**src/rtl/spike_window_counter.sv**
```systemverilog
// spike_window_counter: counts spikes per neuron over back-to-back windows of
// L cycles with saturating counters. Each completed window is presented on a
// valid/ready output. A window that completes while the previous result is
// still held is dropped, and the sticky overrun flag is set.
module spike_window_counter #(
  parameter int NUM_NEURONS = 8,
  parameter int CNT_W       = 8,
  parameter int WIN_W       = 16
) (
  input  logic                         clk,
  input  logic                         reset,
  input  logic                         enable,
  input  logic [WIN_W-1:0]             win_len,
  input  logic [NUM_NEURONS-1:0]       spike_in,
  output logic                         out_valid,
  input  logic                         out_ready,
  output logic [NUM_NEURONS*CNT_W-1:0] out_counts,
  output logic [7:0]                   out_win_id,
  output logic                         overrun
);

  typedef enum logic {
    IDLE,
    COUNT
  } state_t;

  localparam logic [CNT_W-1:0] CNT_MAX = '1;

  state_t                         state;
  logic [WIN_W-1:0]               len_q;
  logic [WIN_W-1:0]               phase;
  logic [NUM_NEURONS*CNT_W-1:0]   acc;
  logic [NUM_NEURONS*CNT_W-1:0]   acc_next;
  logic [7:0]                     win_cnt;
  logic [WIN_W-1:0]               len_eff;
  logic                           win_end;
  logic                           accept;
  logic                           load;

  // Saturating per-neuron accumulate of this edge's spike sample
  always_comb begin
    acc_next = '0;
    for (int unsigned n = 0; n < NUM_NEURONS; n++) begin
      if (spike_in[n] && (acc[n*CNT_W +: CNT_W] != CNT_MAX))
        acc_next[n*CNT_W +: CNT_W] = acc[n*CNT_W +: CNT_W] + CNT_W'(1);
      else
        acc_next[n*CNT_W +: CNT_W] = acc[n*CNT_W +: CNT_W];
    end
  end

  // Window-end and handshake decode; a zero window length counts as one cycle
  always_comb begin
    len_eff = (win_len == '0) ? WIN_W'(1) : win_len;
    win_end = (state == COUNT) && (phase == (len_q - WIN_W'(1)));
    accept  = out_valid && out_ready;
    load    = win_end && (!out_valid || out_ready);
  end

  // Window sequencing, result register and output handshake
  always_ff @(posedge clk or posedge reset) begin
    if (reset) begin
      state      <= IDLE;
      len_q      <= WIN_W'(1);
      phase      <= '0;
      acc        <= '0;
      win_cnt    <= '0;
      out_valid  <= 1'b0;
      out_counts <= '0;
      out_win_id <= '0;
      overrun    <= 1'b0;
    end else begin
      // A load later in this block overrides the accept-driven clear
      if (accept)
        out_valid <= 1'b0;

      case (state)
        IDLE: begin
          if (enable) begin
            len_q <= len_eff;
            phase <= '0;
            acc   <= '0;
            state <= COUNT;
          end
        end
        COUNT: begin
          // Window end takes priority over an enable drop on the same edge
          if (win_end) begin
            if (load) begin
              out_counts <= acc_next;
              out_win_id <= win_cnt;
              out_valid  <= 1'b1;
            end else begin
              overrun <= 1'b1;
            end
            win_cnt <= win_cnt + 8'd1;
            acc     <= '0;
            phase   <= '0;
            len_q   <= len_eff;
            state   <= enable ? COUNT : IDLE;
          end else if (!enable) begin
            acc   <= '0;
            phase <= '0;
            state <= IDLE;
          end else begin
            acc   <= acc_next;
            phase <= phase + WIN_W'(1);
          end
        end
        default: state <= IDLE;
      endcase
    end
  end

endmodule

```
**config.mk**
```make
export PLATFORM = sky130hd
export DESIGN_NAME = spike_window_counter
export DESIGN_NICKNAME = d
export VERILOG_FILES = /design/src/rtl/spike_window_counter.sv
export SDC_FILE = /design/constraint.sdc
export NUM_CORES = 1
export LEC_CHECK = 0
export ABC_AREA = 1
export BUFFER_PORTS_ARGS = -buffer_cell sky130_fd_sc_hd__buf_2
export CAP_MARGIN = 20
export CORE_MARGIN = 2
export CORE_UTILIZATION = 40
export CTS_BUF_LIST = sky130_fd_sc_hd__clkbuf_16
export DETAILED_ROUTE_END_ITERATION = 8
export PLACE_DENSITY = 0.56
export SYNTH_ARGS = -nofsm -noshare
export SYNTH_HDL_FRONTEND = slang
export SYNTH_SLANG_ARGS = --single-unit
```
**constraint.sdc**
```tcl
create_clock -name clk -period 8.8 [get_ports clk]
set_input_delay 0.44 -clock clk [delete_from_list [all_inputs] [get_ports clk]]
set_output_delay 0.44 -clock clk [all_outputs]
set_load 0.1 [all_outputs]
```
==> impl_metrics.ini <==
[run_status]
status = finished, final reports clean

[hold_path]
min_to = state
hold_path_depth = 1
min_path_type = in -> reg
worstHoldStart = enable

[cts]
htree_num_levels = 4
cts_resized = 0
numCtsBuffers = 17
hold_buffers = 0
cts_tree = done
clkTransAtPathRegs_ps = 70
cts_root_buf = clkbuf_16
cts_sinks = 179
cts_buffer_depth = 2
insertion_delay_ps = 430
cts_setup_buffers = 0

[die]
start_util_pct = 40.4
chipHeight_um = 166
fp.dieW_um = 166
core_mm2 = 0.0258
die_area_mm2 = 0.0274
ioPinCount = 102
fp-row-count = 59

[worst_setup_path]
r2r_slack_ps = 5020
r2r-start = len_q[0]
worstPathRequired_ps = 9110
worstPathArrival_ps = 4080
crit_path_start_kind = register
critical_path_class = reg -> reg
critPathLaunch = len_q[0]
reg2reg_depth = 15
r2r-end = out_counts[24]
cp_max_fo = 75
endpoint_kind = register

[timing]
final.setup_skew_ps = 15.7
rsz0062_at_grt = false
fmax_ghz = 0.265
max_slew_margin_pct = 31.1
fin_ws_ps = 5020
slew_violations = 0
fin_setup_tns_ps = 0
worstMarginPinSlew_ps = 1030
fin_crit_ps = 3780
finalSetupViolCount = 0
fin_crit_sh_pct = 42.9
final_hold_viol_count = 0

[route]
wl_met1_um = 12400
wl_met2_um = 11700
wl_met3_um = 971
wl_per_cell_um = 13.8
top_layer = met4
vias_per_cell = 4.99
totalWireLength_um = 25400
drc = 0
drtIter0Drc = 531
antenna_left = 0
drt_pass1_iterations = 5
num_vias = 9141

[cells_and_area]
drive_above_1_share_pct = 11.3
areaGrowthSynthToFinish_pct = 11.7
multi_input_area_mm2 = 0.00504
finish.utilization_pct = 45.1
mostFrequentLayoutCells = nand2_1 (521), dfrtp_1 (177), nand3_1 (143), inv_1 (134)
fill_cells = 2671
nets = 1524
num_antenna_cells = 0
seq_area_mm2 = 0.00448
stdcell_area_mm2 = 0.0117
final_common_cell = nand2_1
fin_cells = 1832

[placed_design]
gp_congestion = 0.876
io_buffers = 101
placed_cell_area_mm2 = 0.0110
preCtsSetupSlack_ps = 5000
dp_cells = 1800
dpl.hpwl_um = 16200

[global_route]
antenna_found_initial = 0
grt_start_max_net_pins = 104
grt_pass1_wl_um = 42800
grt_overflow = 0
grt_pass1_vias = 8665
grt_usage_pct = 19.3

[synthesis]
ys_seq_area_share_pct = 42.9
synth.distinct_cells = 33
postSynthCellCount = 1429
syn_area_mm2 = 0.0104
syn-num-nets = 1468
ys_ff_latch = 179
ys_warn_count = 0
syn_area_per_cell_um2 = 7.31

[power]
power_density_mw_per_mm2 = 159
p_leak_nw = 6.53
vdd_drop_max_uv = 90.6

[flow_run]
drv_cap = 0
[where the power goes]
part           switching [W]  total (W)  leakage (nW)  internal (W)
sequential         0.0000307   0.000877          2.44      0.000847
combinational       0.000134   0.000196          3.81     0.0000618
clock               0.000350   0.000776         0.284      0.000427
[routing by layer]
layer	global-route usage, %	up-vias
met1	26.8	4295
met5	0	-
met2	31.8	168
met4	5.17	0
met3	2.42	17
li1	-	4661
[per-stage QoR]
| stage | power, W | hold slack (ps) |
|---|---|---|
| floorplan | 0.00104 | 449 |
| global placement | 0.00109 | 451 |
| detailed placement | 0.00109 | 454 |
| CTS | 0.00187 | 176 |
| global route | 0.00194 | 177 |
| finish | 0.00185 | 198 |
[kinds of logic (layout without fill, tap and decap cells)]
kind of cell | after synthesis | in the layout | share of synthesized area, %
AOI/OAI and AO/OA | 38 | 38 | 1.97
xor gates and xnor gates | 81 | 81 | 6.79
adders and majority gates | 11 | 11 | 1.32
buffers and inverters | 214 | 282 | 8.93
DFF | 179 | 179 | 42.9
and+or+nand+nor | 906 | 906 | 38.1
[worst max-delay path: stages, from the launching register on]
cell and delay (ps):
dfstp_2 570, inv_2 60, ha_1 230, nand2_1 180, nor2_4 90, nand2_2 80, inv_1 40, nand2_1 40
nand2_1 50, nor2_1 160, nand3_2 130, nor2_4 110, buf_4 640, nand3_4 880, nand2_1 270, nand2_1 70
[cells in the mapped netlist, drive strengths merged]
cell type / instances / area share, %
nand2: 525 / 19
dfrtp: 178 / 43
nand3: 149 / 7.5
inv: 138 / 5.0
nor2: 112 / 4.5
nand4: 92 / 5.5
xor2: 47 / 3.9
clkbuf: 39 / 1.4
xnor2: 34 / 2.9
buf: 33 / 2.4
o21ai: 24 / 1.2
nor4: 12 / 0.72
a21oi: 11 / 0.53
ha: 11 / 1.3
nor3: 10 / 0.48
nand3b: 5 / 0.36
clkinv: 4 / 0.14
a31o: 1 / 0.084
a41o: 1 / 0.096
dfstp: 1 / 0.25
nor3b: 1 / 0.072
o21bai: 1 / 0.072
[worst max path at each step]
stage / depth (start not counted) / slack (ps) / to
after floorplan: 1 / 3500 / acc[0]
after global placement: 15 / 5030 / out_counts[26]
after detailed placement: 13 / 5000 / out_counts[24]
after CTS: 15 / 4970 / out_counts[6]
after global routing: 15 / 4600 / out_counts[32]
final: 15 / 5020 / out_counts[24]
[cell type report]
cell class	instances	area share, %
multi-input combinational	1036	43.2
sequential	179	38.4
timing repair buffer	109	5.02
inverter	142	4.62
clock buffer	17	3.65
tap	335	3.59
clock inverter	14	1.44
[sequential cells by signal (all words and copies together), names as in the netlist]
signal,cells
phase,16
out_valid,1
out_counts,64
acc,64
len_q,16
state,1
win_cnt,8
out_win_id,8
overrun,1
No activity file was read; power rests on OpenSTA's default activity.
